<file path="src/rtl/cpu_pkg.sv">
// Shared definitions for the fetch stage and its neighbours.
//   PC_SEQ/PC_BR/PC_VEC : PCSrc encodings driven by the branch/redirect unit
//   VEC_RST/VEC_INT/VEC_STK : vector-select encodings (inst_mem_src / Vec_Sel)
//   NOP_INSTR : bubble instruction written into IF/ID
//   fetch_state_e : fetch sequencer states
package cpu_pkg;

  localparam logic [1:0] PC_SEQ = 2'b00;
  localparam logic [1:0] PC_BR  = 2'b01;
  localparam logic [1:0] PC_VEC = 2'b10;

  localparam logic [1:0] VEC_RST = 2'd1;
  localparam logic [1:0] VEC_INT = 2'd2;
  localparam logic [1:0] VEC_STK = 2'd3;

  localparam logic [7:0] NOP_INSTR = 8'h00;

  typedef enum logic [1:0] {
    StRstFetch,
    StVecWait,
    StRun
  } fetch_state_e;

endpackage

</file>
<file path="src/rtl/if_id_reg.sv">
// IF/ID pipeline register.
// Ports:
//   clk, Reset_n        : clock, async active-low reset
//   flush               : load a bubble (wins over stall)
//   stall               : hold current contents
//   instr_in, pc1_in    : fetched instruction and its PC+1
//   instr, pc1, valid   : registered outputs; valid=0 marks a bubble
module if_id_reg #(
  parameter int unsigned         DATA_W    = 8,
  parameter logic [DATA_W-1:0]   NOP_INSTR = '0
) (
  input  logic              clk,
  input  logic              Reset_n,
  input  logic              flush,
  input  logic              stall,
  input  logic [DATA_W-1:0] instr_in,
  input  logic [DATA_W-1:0] pc1_in,
  output logic [DATA_W-1:0] instr,
  output logic [DATA_W-1:0] pc1,
  output logic              valid
);

  logic [DATA_W-1:0] instr_q, pc1_q;
  logic              valid_q;

  always_ff @(posedge clk or negedge Reset_n) begin
    if (!Reset_n) begin
      instr_q <= NOP_INSTR;
      pc1_q   <= '0;
      valid_q <= 1'b0;
    end else if (flush) begin
      instr_q <= NOP_INSTR;
      pc1_q   <= '0;
      valid_q <= 1'b0;
    end else if (!stall) begin
      instr_q <= instr_in;
      pc1_q   <= pc1_in;
      valid_q <= 1'b1;
    end
  end

  assign instr = instr_q;
  assign pc1   = pc1_q;
  assign valid = valid_q;

endmodule

</file>
<file path="src/rtl/fetch_unit.sv">
// Fetch stage: owns the PC and IF/ID, sequences reset/interrupt vector loads
// through a one-cycle-latency vector read, and raises Interrupt towards the
// branch/redirect unit.
// Ports:
//   clk, Reset_n              : clock, async active-low reset
//   Instr_In / PC_Out         : combinational instruction read at PC_Out
//   PCSrc, inst_mem_src       : redirect control (seq / branch / vector load)
//   Flush, Stall              : bubble IF/ID / hold PC and IF/ID
//   Branch_Target             : branch redirect address
//   Vec_Rd, Vec_Sel, Vec_Data : vector read strobe, source, returned word
//   Int_Req                   : external interrupt request
//   Interrupt, Int_Ack, Ret_PC: interrupt request out, take pulse, return PC
//   IF_ID_Instr/PC1/Valid     : IF/ID register contents
module fetch_unit
  import cpu_pkg::*;
#(
  parameter int unsigned       DATA_W    = 8,
  parameter logic [DATA_W-1:0] NOP_INSTR = cpu_pkg::NOP_INSTR
) (
  input  logic              clk,
  input  logic              Reset_n,
  input  logic [DATA_W-1:0] Instr_In,
  output logic [DATA_W-1:0] PC_Out,
  input  logic [1:0]        PCSrc,
  input  logic [1:0]        inst_mem_src,
  input  logic              Flush,
  input  logic              Stall,
  input  logic [DATA_W-1:0] Branch_Target,
  output logic              Vec_Rd,
  output logic [1:0]        Vec_Sel,
  input  logic [DATA_W-1:0] Vec_Data,
  input  logic              Int_Req,
  output logic              Interrupt,
  output logic              Int_Ack,
  output logic [DATA_W-1:0] Ret_PC,
  output logic [DATA_W-1:0] IF_ID_Instr,
  output logic [DATA_W-1:0] IF_ID_PC1,
  output logic              IF_ID_Valid
);

  localparam logic [DATA_W-1:0] One = 1;

  fetch_state_e      state_q;
  logic [DATA_W-1:0] pc_q;
  logic              vec_rd_q;
  logic [1:0]        vec_sel_q;
  logic              int_pending_q;
  logic              int_ack_q;
  logic [DATA_W-1:0] ret_pc_q;

  logic [DATA_W-1:0] pc_inc;
  logic              ifid_flush;
  logic              ifid_stall;
  logic              interrupt;
  logic              take_int;

  assign pc_inc = pc_q + One;

  // Vec_Rd only stays high for the cycle that precedes VEC_WAIT's load, so
  // masking with it keeps Interrupt quiet until the vector has landed.
  assign interrupt = int_pending_q && (state_q == StRun) && !vec_rd_q;
  assign take_int  = interrupt && (PCSrc == PC_VEC);

  // IF/ID control; outside RUN the register always takes bubbles.
  always_comb begin
    ifid_flush = 1'b1;
    ifid_stall = 1'b0;
    if (state_q == StRun) begin
      case (PCSrc)
        PC_VEC, PC_BR: ifid_flush = 1'b1;
        default: begin
          if (Flush) begin
            ifid_flush = 1'b1;
          end else if (Stall) begin
            ifid_flush = 1'b0;
            ifid_stall = 1'b1;
          end else begin
            ifid_flush = 1'b0;
          end
        end
      endcase
    end
  end

  always_ff @(posedge clk or negedge Reset_n) begin
    if (!Reset_n) begin
      state_q       <= StRstFetch;
      pc_q          <= '0;
      vec_rd_q      <= 1'b0;
      vec_sel_q     <= 2'b00;
      int_pending_q <= 1'b0;
      int_ack_q     <= 1'b0;
      ret_pc_q      <= '0;
    end else begin
      vec_rd_q  <= 1'b0;
      int_ack_q <= 1'b0;

      // A request coinciding with the take edge merges into the one taken.
      if (Int_Req) int_pending_q <= 1'b1;
      if (take_int) begin
        int_pending_q <= 1'b0;
        int_ack_q     <= 1'b1;
        ret_pc_q      <= IF_ID_Valid ? (IF_ID_PC1 - One) : pc_q;
      end

      case (state_q)
        StRstFetch: begin
          vec_rd_q  <= 1'b1;
          vec_sel_q <= VEC_RST;
          state_q   <= StVecWait;
        end
        StVecWait: begin
          pc_q    <= Vec_Data;
          state_q <= StRun;
        end
        StRun: begin
          case (PCSrc)
            PC_VEC: begin
              vec_rd_q  <= 1'b1;
              vec_sel_q <= (inst_mem_src == 2'b00) ? VEC_RST : inst_mem_src;
              state_q   <= StVecWait;
            end
            PC_BR: pc_q <= Branch_Target;
            default: begin
              if (Flush || !Stall) pc_q <= pc_inc;
            end
          endcase
        end
        default: state_q <= StRstFetch;
      endcase
    end
  end

  if_id_reg #(
    .DATA_W   (DATA_W),
    .NOP_INSTR(NOP_INSTR)
  ) u_if_id_reg (
    .clk     (clk),
    .Reset_n (Reset_n),
    .flush   (ifid_flush),
    .stall   (ifid_stall),
    .instr_in(Instr_In),
    .pc1_in  (pc_inc),
    .instr   (IF_ID_Instr),
    .pc1     (IF_ID_PC1),
    .valid   (IF_ID_Valid)
  );

  assign PC_Out    = pc_q;
  assign Vec_Rd    = vec_rd_q;
  assign Vec_Sel   = vec_sel_q;
  assign Interrupt = interrupt;
  assign Int_Ack   = int_ack_q;
  assign Ret_PC    = ret_pc_q;

endmodule

</file>
<file path="config.mk">
export PLATFORM = sky130hd
export DESIGN_NAME = fetch_unit
export DESIGN_NICKNAME = d
export VERILOG_FILES = /design/src/rtl/cpu_pkg.sv /design/src/rtl/if_id_reg.sv /design/src/rtl/fetch_unit.sv
export SDC_FILE = /design/constraint.sdc
export NUM_CORES = 1
export LEC_CHECK = 0
export CAP_MARGIN = 20
export CORE_ASPECT_RATIO = 1.4
export CORE_MARGIN = 2
export CORE_UTILIZATION = 55
export DETAILED_ROUTE_END_ITERATION = 6
export DONT_BUFFER_PORTS = 1
export PLACE_DENSITY = 0.82
export SLEW_MARGIN = 20
export SYNTH_ARGS = -nofsm -noshare
export SYNTH_HDL_FRONTEND = slang
export SYNTH_SLANG_ARGS = --single-unit
</file>
<file path="constraint.sdc">
create_clock -name clk -period 1.81 [get_ports clk]
set_clock_uncertainty 0.05 [all_clocks]
set_input_delay 0.362 -clock clk [delete_from_list [all_inputs] [get_ports clk]]
set_output_delay 0.362 -clock clk [all_outputs]
set_load 0.05 [all_outputs]
</file>
# Word level (Yosys, flattened, before mapping)

Cells that the tools add are included.

Flip-flop bits (word level): 40
Latch bits: 0
Bits in writable memories: 0
ROM bits: 0
Bits of input ports: 33
Output and inout port bits: 38
Word-level logic and storage cells: 61
Memories kept: 0

$add $sub $neg: 2
Multipliers: 0
Divide/modulo/power cells: 0
Magnitude comparators: 0
Equal/unequal tests: 8
Shifts and indexed selects: 0
Muxes and demuxes: 27
Bitwise operators: 0
Reductions and logical operators: 14

Operators by type and width:

| kind                | count |
|---|---|
| $mux 8              | 6 |
| $pmux 8 s2          | 2 |
| $mux 1              | 13 |
| $add 8x1->8 const B | 1 |
| $sub 8x1->8 const B | 1 |
| $mux 2              | 3 |
| $pmux 2 s3          | 1 |
| $reduce_bool 2->1   | 3 |
| $eq 2x1->1 const B  | 2 |
| $eq 2x2->1 const B  | 2 |
| $logic_not 2->1     | 2 |
| $ne 2x2->1 const B  | 2 |
| $pmux 2 s2          | 1 |
| $logic_and 1x1->1   | 3 |
| $ne 3x1->1 const B  | 1 |
| $reduce_and 3->1    | 1 |
| $logic_not 1->1     | 2 |
| $ne 2x1->1 const B  | 1 |
| $pmux 1 s2          | 1 |
| $reduce_and 2->1    | 1 |
| $reduce_or 2->1     | 1 |
| $logic_or 1x1->1    | 1 |

# Longest topological paths before layout

Gate-level depths: netlist of the first run.

Depth after elaboration: 6
Depth in mapped cells: 8
Depth with buffers taken out: 6

# By module

From an unflattened synthesis of the first run, not the netlist that was laid out.

Cell total of the unflattened synthesis: 224
Area total of the unflattened synthesis: 2,158.3 um^2

By module, submodules not included:

| module     | instances | cells an instance | area each (um^2) | sequential area each (um^2) |
|---|---|---|---|---|
| fetch_unit | 1         | 169               | 1,462.7          | 575.6 |
| if_id_reg  | 1         | 55                | 695.7            | 425.4 |

# Worst setup path after synthesis of the first run

OpenSTA, ideal clock, no wires.

Kind: reg-to-reg
Start point: reg vec_rd_q, in the netlist Vec_Rd
End point: reg ret_pc_q[6], in the netlist Ret_PC[6]
Setup time: 0.118 ns
Arrival time: 1.805 ns
Data required time: 1.642 ns
Slack: -0.163 ns
Stages on the path, launching flop included: 5
Path buffers: 1
Clock period less this slack: 1.973 ns
Path through: dfrtp_1 > and3b_1 > nand2_1 > buf_2 > a21o_1

Cells in the longest elaborated chain, start to end: 3

RTL lines:

| item                     | line              | text |
|---|---|---|
| start: declaration       | fetch_unit.sv:45  | `logic vec_rd_q;` |
| start signal: assignment | fetch_unit.sv:89  | `vec_rd_q <= 1'b0;` |
| start signal: assignment | fetch_unit.sv:95  | `vec_rd_q <= 1'b0;` |
| start signal: assignment | fetch_unit.sv:108 | `vec_rd_q <= 1'b1;` |
| $logic_not 1->1          | fetch_unit.sv:61  | `assign interrupt = int_pending_q && (state_q == StRun) && !vec_rd_q;` |
| $logic_and 1x1->1        | fetch_unit.sv:61  |  |
| via Interrupt            | fetch_unit.sv:33  | `output logic Interrupt,` |
| $logic_and 1x1->1        | fetch_unit.sv:62  | `assign take_int = interrupt && (PCSrc == PC_VEC);` |
| end signal: assignment   | fetch_unit.sv:103 | `ret_pc_q <= IF_ID_Valid ? (IF_ID_PC1 - One) : pc_q;` |
| end: declaration         | fetch_unit.sv:49  | `logic [DATA_W-1:0] ret_pc_q;` |

The timed path passes the listed nets, and every way through them passes these cells.
A chain may end at the register's enable or synchronous reset.

# Worst setup path in the final report of the first run

Start point: reg state_q[0]
End point: out Interrupt

Cells in the longest elaborated chain, start to end: 3

RTL lines:

| item                            | line              | text |
|---|---|---|
| start: declaration              | fetch_unit.sv:43  | `fetch_state_e state_q;` |
| start signal: assignment        | fetch_unit.sv:87  | `state_q <= StRstFetch;` |
| start signal: assignment        | fetch_unit.sv:110 | `state_q <= StVecWait;` |
| start signal: assignment        | fetch_unit.sv:114 | `state_q <= StRun;` |
| $eq 2x2->1                      | fetch_unit.sv:61  |  |
| $logic_and 1x1->1 (2 in series) | fetch_unit.sv:61  |  |
| end: declaration                | fetch_unit.sv:33  |  |

No other way between the ends.

==> results of run 1 <==
[through the flow]
step / area, sq um / hold slack [ps] / util, % / cells
after floorplan: 2133 / 16.41 / - / 224
final: 2499 / 103.0 / 67.97 / 290
after detailed placement: 2332 / 16.90 / 63.44 / 280
after CTS: 2494 / 94.88 / 67.84 / 290
after global routing: 2499 / 103.2 / 67.97 / 290
after global placement: 2332 / 17.03 / 63.44 / 280
[worst max-delay path, stage by stage (launching register included)]
cell and delay, ps:
sky130_fd_sc_hd__dfrtp_1 400, sky130_fd_sc_hd__inv_2 90, sky130_fd_sc_hd__ha_4 150, sky130_fd_sc_hd__and3b_2 220, sky130_fd_sc_hd__buf_6 170
[cell families (layout without fill, tap and decap cells)]
| logic type | count (synthesis) | count (layout) |
|---|---|---|
| muxes | 15 | 15 |
| adders and majority gates | 7 | 7 |
| and+or+nand+nor | 78 | 78 |
| buffers and inverters | 25 | 49 |
| AOI/OAI and AO/OA | 50 | 50 |
| DFF | 40 | 40 |
| xor gates and xnor gates | 9 | 9 |
[how the worst max path moves through the flow]
stage                     startpoint        end
after global routing      state_q[0]  Interrupt
after global placement    state_q[0]  PC_Out[6]
final                     state_q[0]  Interrupt
after detailed placement  state_q[0]  PC_Out[0]
after floorplan               Vec_Rd  Ret_PC[6]
after CTS                 state_q[0]  Interrupt
[registers in the layout, summed over array words and instances (netlist names)]
| signal | cells |
|---|---|
| u_if_id_reg.pc1 | 8 |
| Int_Ack | 1 |
| PC_Out | 8 |
| u_if_id_reg.valid | 1 |
| state_q | 2 |
| Vec_Rd | 1 |
| int_pending_q | 1 |
| Vec_Sel | 2 |
| u_if_id_reg.instr | 8 |
| Ret_PC | 8 |
[final cells by class]
cell class / instances / area, sq um / area share (%)
Timing Repair Buffer: 26 / 226.5 / 9.064
Clock buffer: 5 / 68.82 / 2.754
Tap cell: 42 / 52.55 / 2.103
Sequential cell: 40 / 1001 / 40.06
Clock inverter: 3 / 46.29 / 1.853
Multi-Input combinational cell: 159 / 1047 / 41.91
Inverter: 15 / 56.30 / 2.253
[repair_timing]
item                                   CTS  global route
cloned                                   0             0
pin swaps                                1             0
buffers inserted                         0             0
setup endpoints to repair                3             6
gates resized for setup                  3             2
hold buffers                             2             0
endpoints found under the hold margin   40             0
[cells in the final DEF (no fill, tap or decap), types with 2 or more instances in the layout]
cell type,n
sky130_fd_sc_hd__inv_1,13
sky130_fd_sc_hd__a31oi_1,2
sky130_fd_sc_hd__nand3b_1,2
sky130_fd_sc_hd__clkbuf_8,5
sky130_fd_sc_hd__a21oi_1,14
sky130_fd_sc_hd__dfrtp_1,40
sky130_fd_sc_hd__a21o_1,5
sky130_fd_sc_hd__ha_1,6
sky130_fd_sc_hd__nand3_1,4
sky130_fd_sc_hd__and3b_1,4
sky130_fd_sc_hd__a211oi_1,2
sky130_fd_sc_hd__o21ai_0,15
sky130_fd_sc_hd__nor2_1,25
sky130_fd_sc_hd__or3_1,2
sky130_fd_sc_hd__a311oi_1,2
sky130_fd_sc_hd__nand3_2,2
sky130_fd_sc_hd__nand4_1,2
sky130_fd_sc_hd__nor3_1,5
sky130_fd_sc_hd__xnor2_1,8
sky130_fd_sc_hd__nand2_1,24
sky130_fd_sc_hd__mux2i_1,15
sky130_fd_sc_hd__buf_12,2
sky130_fd_sc_hd__buf_4,22
[power by group through the flow]
stage / Combinational, uW / Sequential (uW) / Clock, uW
CTS: 1860 / 1750 / 762
global route: 2050 / 1780 / 793
finish: 1860 / 1750 / 754
global placement: 1760 / 1750 / 0
floorplan: 969 / 2080 / 0
detailed placement: 1800 / 1760 / 0
[routing by layer]
metal  vias to the layer above  share of wire (%)
met2                        59                 54
met3                         7                7.1
met1                       836                 37
met4                         0                1.7
li1                        822                  -
met5                         -                  0
==> results.txt, run 1 <==
----------------------------------------------------
[STA]
  Max Slew Vio Count ... 0
  Maximum clock frequency ... 573.4 MHz
  Shortest period the worst path allows ... 1744 ps
  Setup repair after global routing missed its margin ... false
  Endpoints failing setup ... 0
  Setup ws final ... 65.88 ps
  Period utilisation layout ... 96.36%
  Setup TNS after final layout ... 0 ps
  Number of hold violations in the final report ... 0
  Slew at the pin closest to its max-slew limit ... 574.8 ps
  Worst slew margin relative to its limit ... 61.68%

[Pwr]
  Total leakage power ... 0.001168 uW
  Share of power burned in registers ... 40.1%
  Cell internal power dissipation ... 2238 uW
  Net switching power ... 2129 uW
  Total Power Consumption ... 4367 uW
  Power density relative to cell area ... 1748 mW/mm^2
  Clock Power Share ... 17.3%
  Worst supply voltage drop on vdd ... 1.229 mV
  Comb pwr share ... 42.6%
  Switching power share of the total ... 48.75%

[Floorplanning]
  Horiz. Die Dim ... 56.62 microns
  I/O pin total ... 71
  Initial Util ... 58.00%
  Std cell rows ... 26
  Area enclosed by the die boundary ... 0.004398 sq mm
  Area of the core ... 0.003676 sq mm
  Die span in y ... 77.67 microns

[Global routing]
  First-pass GRT wire length ... 8.390 mm
  GRT overflow ... 0
  Met1 Track Usage GR ... 27.32%
  Most used routing layer ... met2
  Overall routing resource usage ... 24.62%
  Antenna violations before repair ... 0
  M2 GR Usage ... 43.72%
  Pin count of the biggest net entering global routing ... 41
  Met3 demand-to-capacity share in global routing ... 7.333%
  Number of global-route vias before repair ... 1798

[Setup path]
  Data arrival time of the critical path ... 1330 ps
  Required time of the critical path ... 1400 ps
  Highest fanout seen on the critical path ... 3
  Worst reg-to-reg path cell count ... 7
  Register-to-register path setup slack ... 150 ps
  Setup Crit Path Kind ... flip-flop to output port
  Category of the worst setup path capture point ... output port
  Type of element launching the critical path ... flip-flop
  End of the worst register-to-register path ... PC_Out[6]
  Reg2reg start ... state_q[0]

[Routing]
  Antenna Nets Post-Route ... 0
  Number of detailed-routing iterations run before antenna repair ... 4
  Initial detailed-routing violation count ... 59
  Vias per Instance ... 5.945
  Drt wl/cell ... 17.39 microns
  DRC Markers ... 0
  Total length of routed wires ... 5.044 mm
  Via total after detailed routing ... 1724

[CTS]
  CTS root buffer ... sky130_fd_sc_hd__clkbuf_8
  Clock latency reported for the late side of the worst-skew pair ... 300 ps
  Number of CTS-inserted buffers ... 5
  Clock slew seen by the registers of the worst setup and hold paths ... 80 ps
  TritonCTS clock tree ... built
  Maximum clock path buffer count ... 2
  Number of H-tree levels ... 2
  Clock sink count ... 40

[Cells and area]
  P&R area growth vs syn ... 17.19%
  Proportion of layout cells with a drive suffix above 1 ... 17.34%
  Antenna diodes ... 0
  Number of filler cells placed in the layout ... 302
  Number of nets in the layout ... 287

[Min path]
  Hold WC Path Type ... input port to flip-flop
  Hold Path Cell Cnt ... 1
  Hold EP ... u_if_id_reg.valid
  Worst hold path startpoint ... Stall

[Placed design]
  Final weighted congestion in routability-driven placement ... 0.8751
  Buffers on Ports ... 0
  Post-Place Setup Slack ... 4.521 ps
  Dpl hpwl ... 3.723 mm

[Yosys]
  Adder-cell share of the synthesized area ... 4.108%
  Summed instance area of the synthesized netlist ... 0.002132 sq mm
  Yosys top cell by area ... sky130_fd_sc_hd__dfrtp_1
  Distinct cells, synth ... 43
  Number of enable-type register cells in the synthesized netlist ... 0
  Most used DFF post-synth ... sky130_fd_sc_hd__dfrtp_1
  Most used standard cell by instance count after synthesis ... sky130_fd_sc_hd__dfrtp_1
  Largest family of logic cells by synthesized area ... simple AND/OR/NAND/NOR gates
  Mux cell area share after synthesis ... 7.042%
  Area share of xor/xnor cells in the synthesized design ... 3.697%
  Post-synth top area share ... 46.95%
  Async SR Flop Fraction ... 100.0%
  Gate Count Post-Synth ... 224
  Post-synthesis simple-gate area fraction ... 18.19%
  Synth Register Bits ... 40
  Number of nets produced by synthesis ... 264
  Complex-gate fraction of the synthesized area ... 15.20%
  Syn avg cell area ... 9.518 sq um
  Top cells by area, synth ... sky130_fd_sc_hd__dfrtp_1, sky130_fd_sc_hd__mux2i_1, sky130_fd_sc_hd__nor2_1
  Synth warnings ... 0
  Portion of the post-synthesis area used by sequential elements ... 46.95%
  Leading post-synthesis cells by instance count ... sky130_fd_sc_hd__dfrtp_1, sky130_fd_sc_hd__nor2_1, sky130_fd_sc_hd__nand2_1, sky130_fd_sc_hd__mux2i_1, sky130_fd_sc_hd__o21ai_0

[Job]
  Max-cap violations ... 0

[Status]
  Status ... finished clean

----------------------------------------------------
No activity file was read; power rests on OpenSTA's default activity.
==> run 2: changes to the inputs <==
--- a/config.mk
+++ b/config.mk
@@ -9,6 +9,7 @@
 export CORE_ASPECT_RATIO = 1.4
 export CORE_MARGIN = 2
 export CORE_UTILIZATION = 55
+export CTS_CLUSTER_DIAMETER = 40
 export DETAILED_ROUTE_END_ITERATION = 6
 export DONT_BUFFER_PORTS = 1
 export PLACE_DENSITY = 0.82
==> results of run 2 <==
The final DEF is identical to that of run 1; final timing and power are the same.
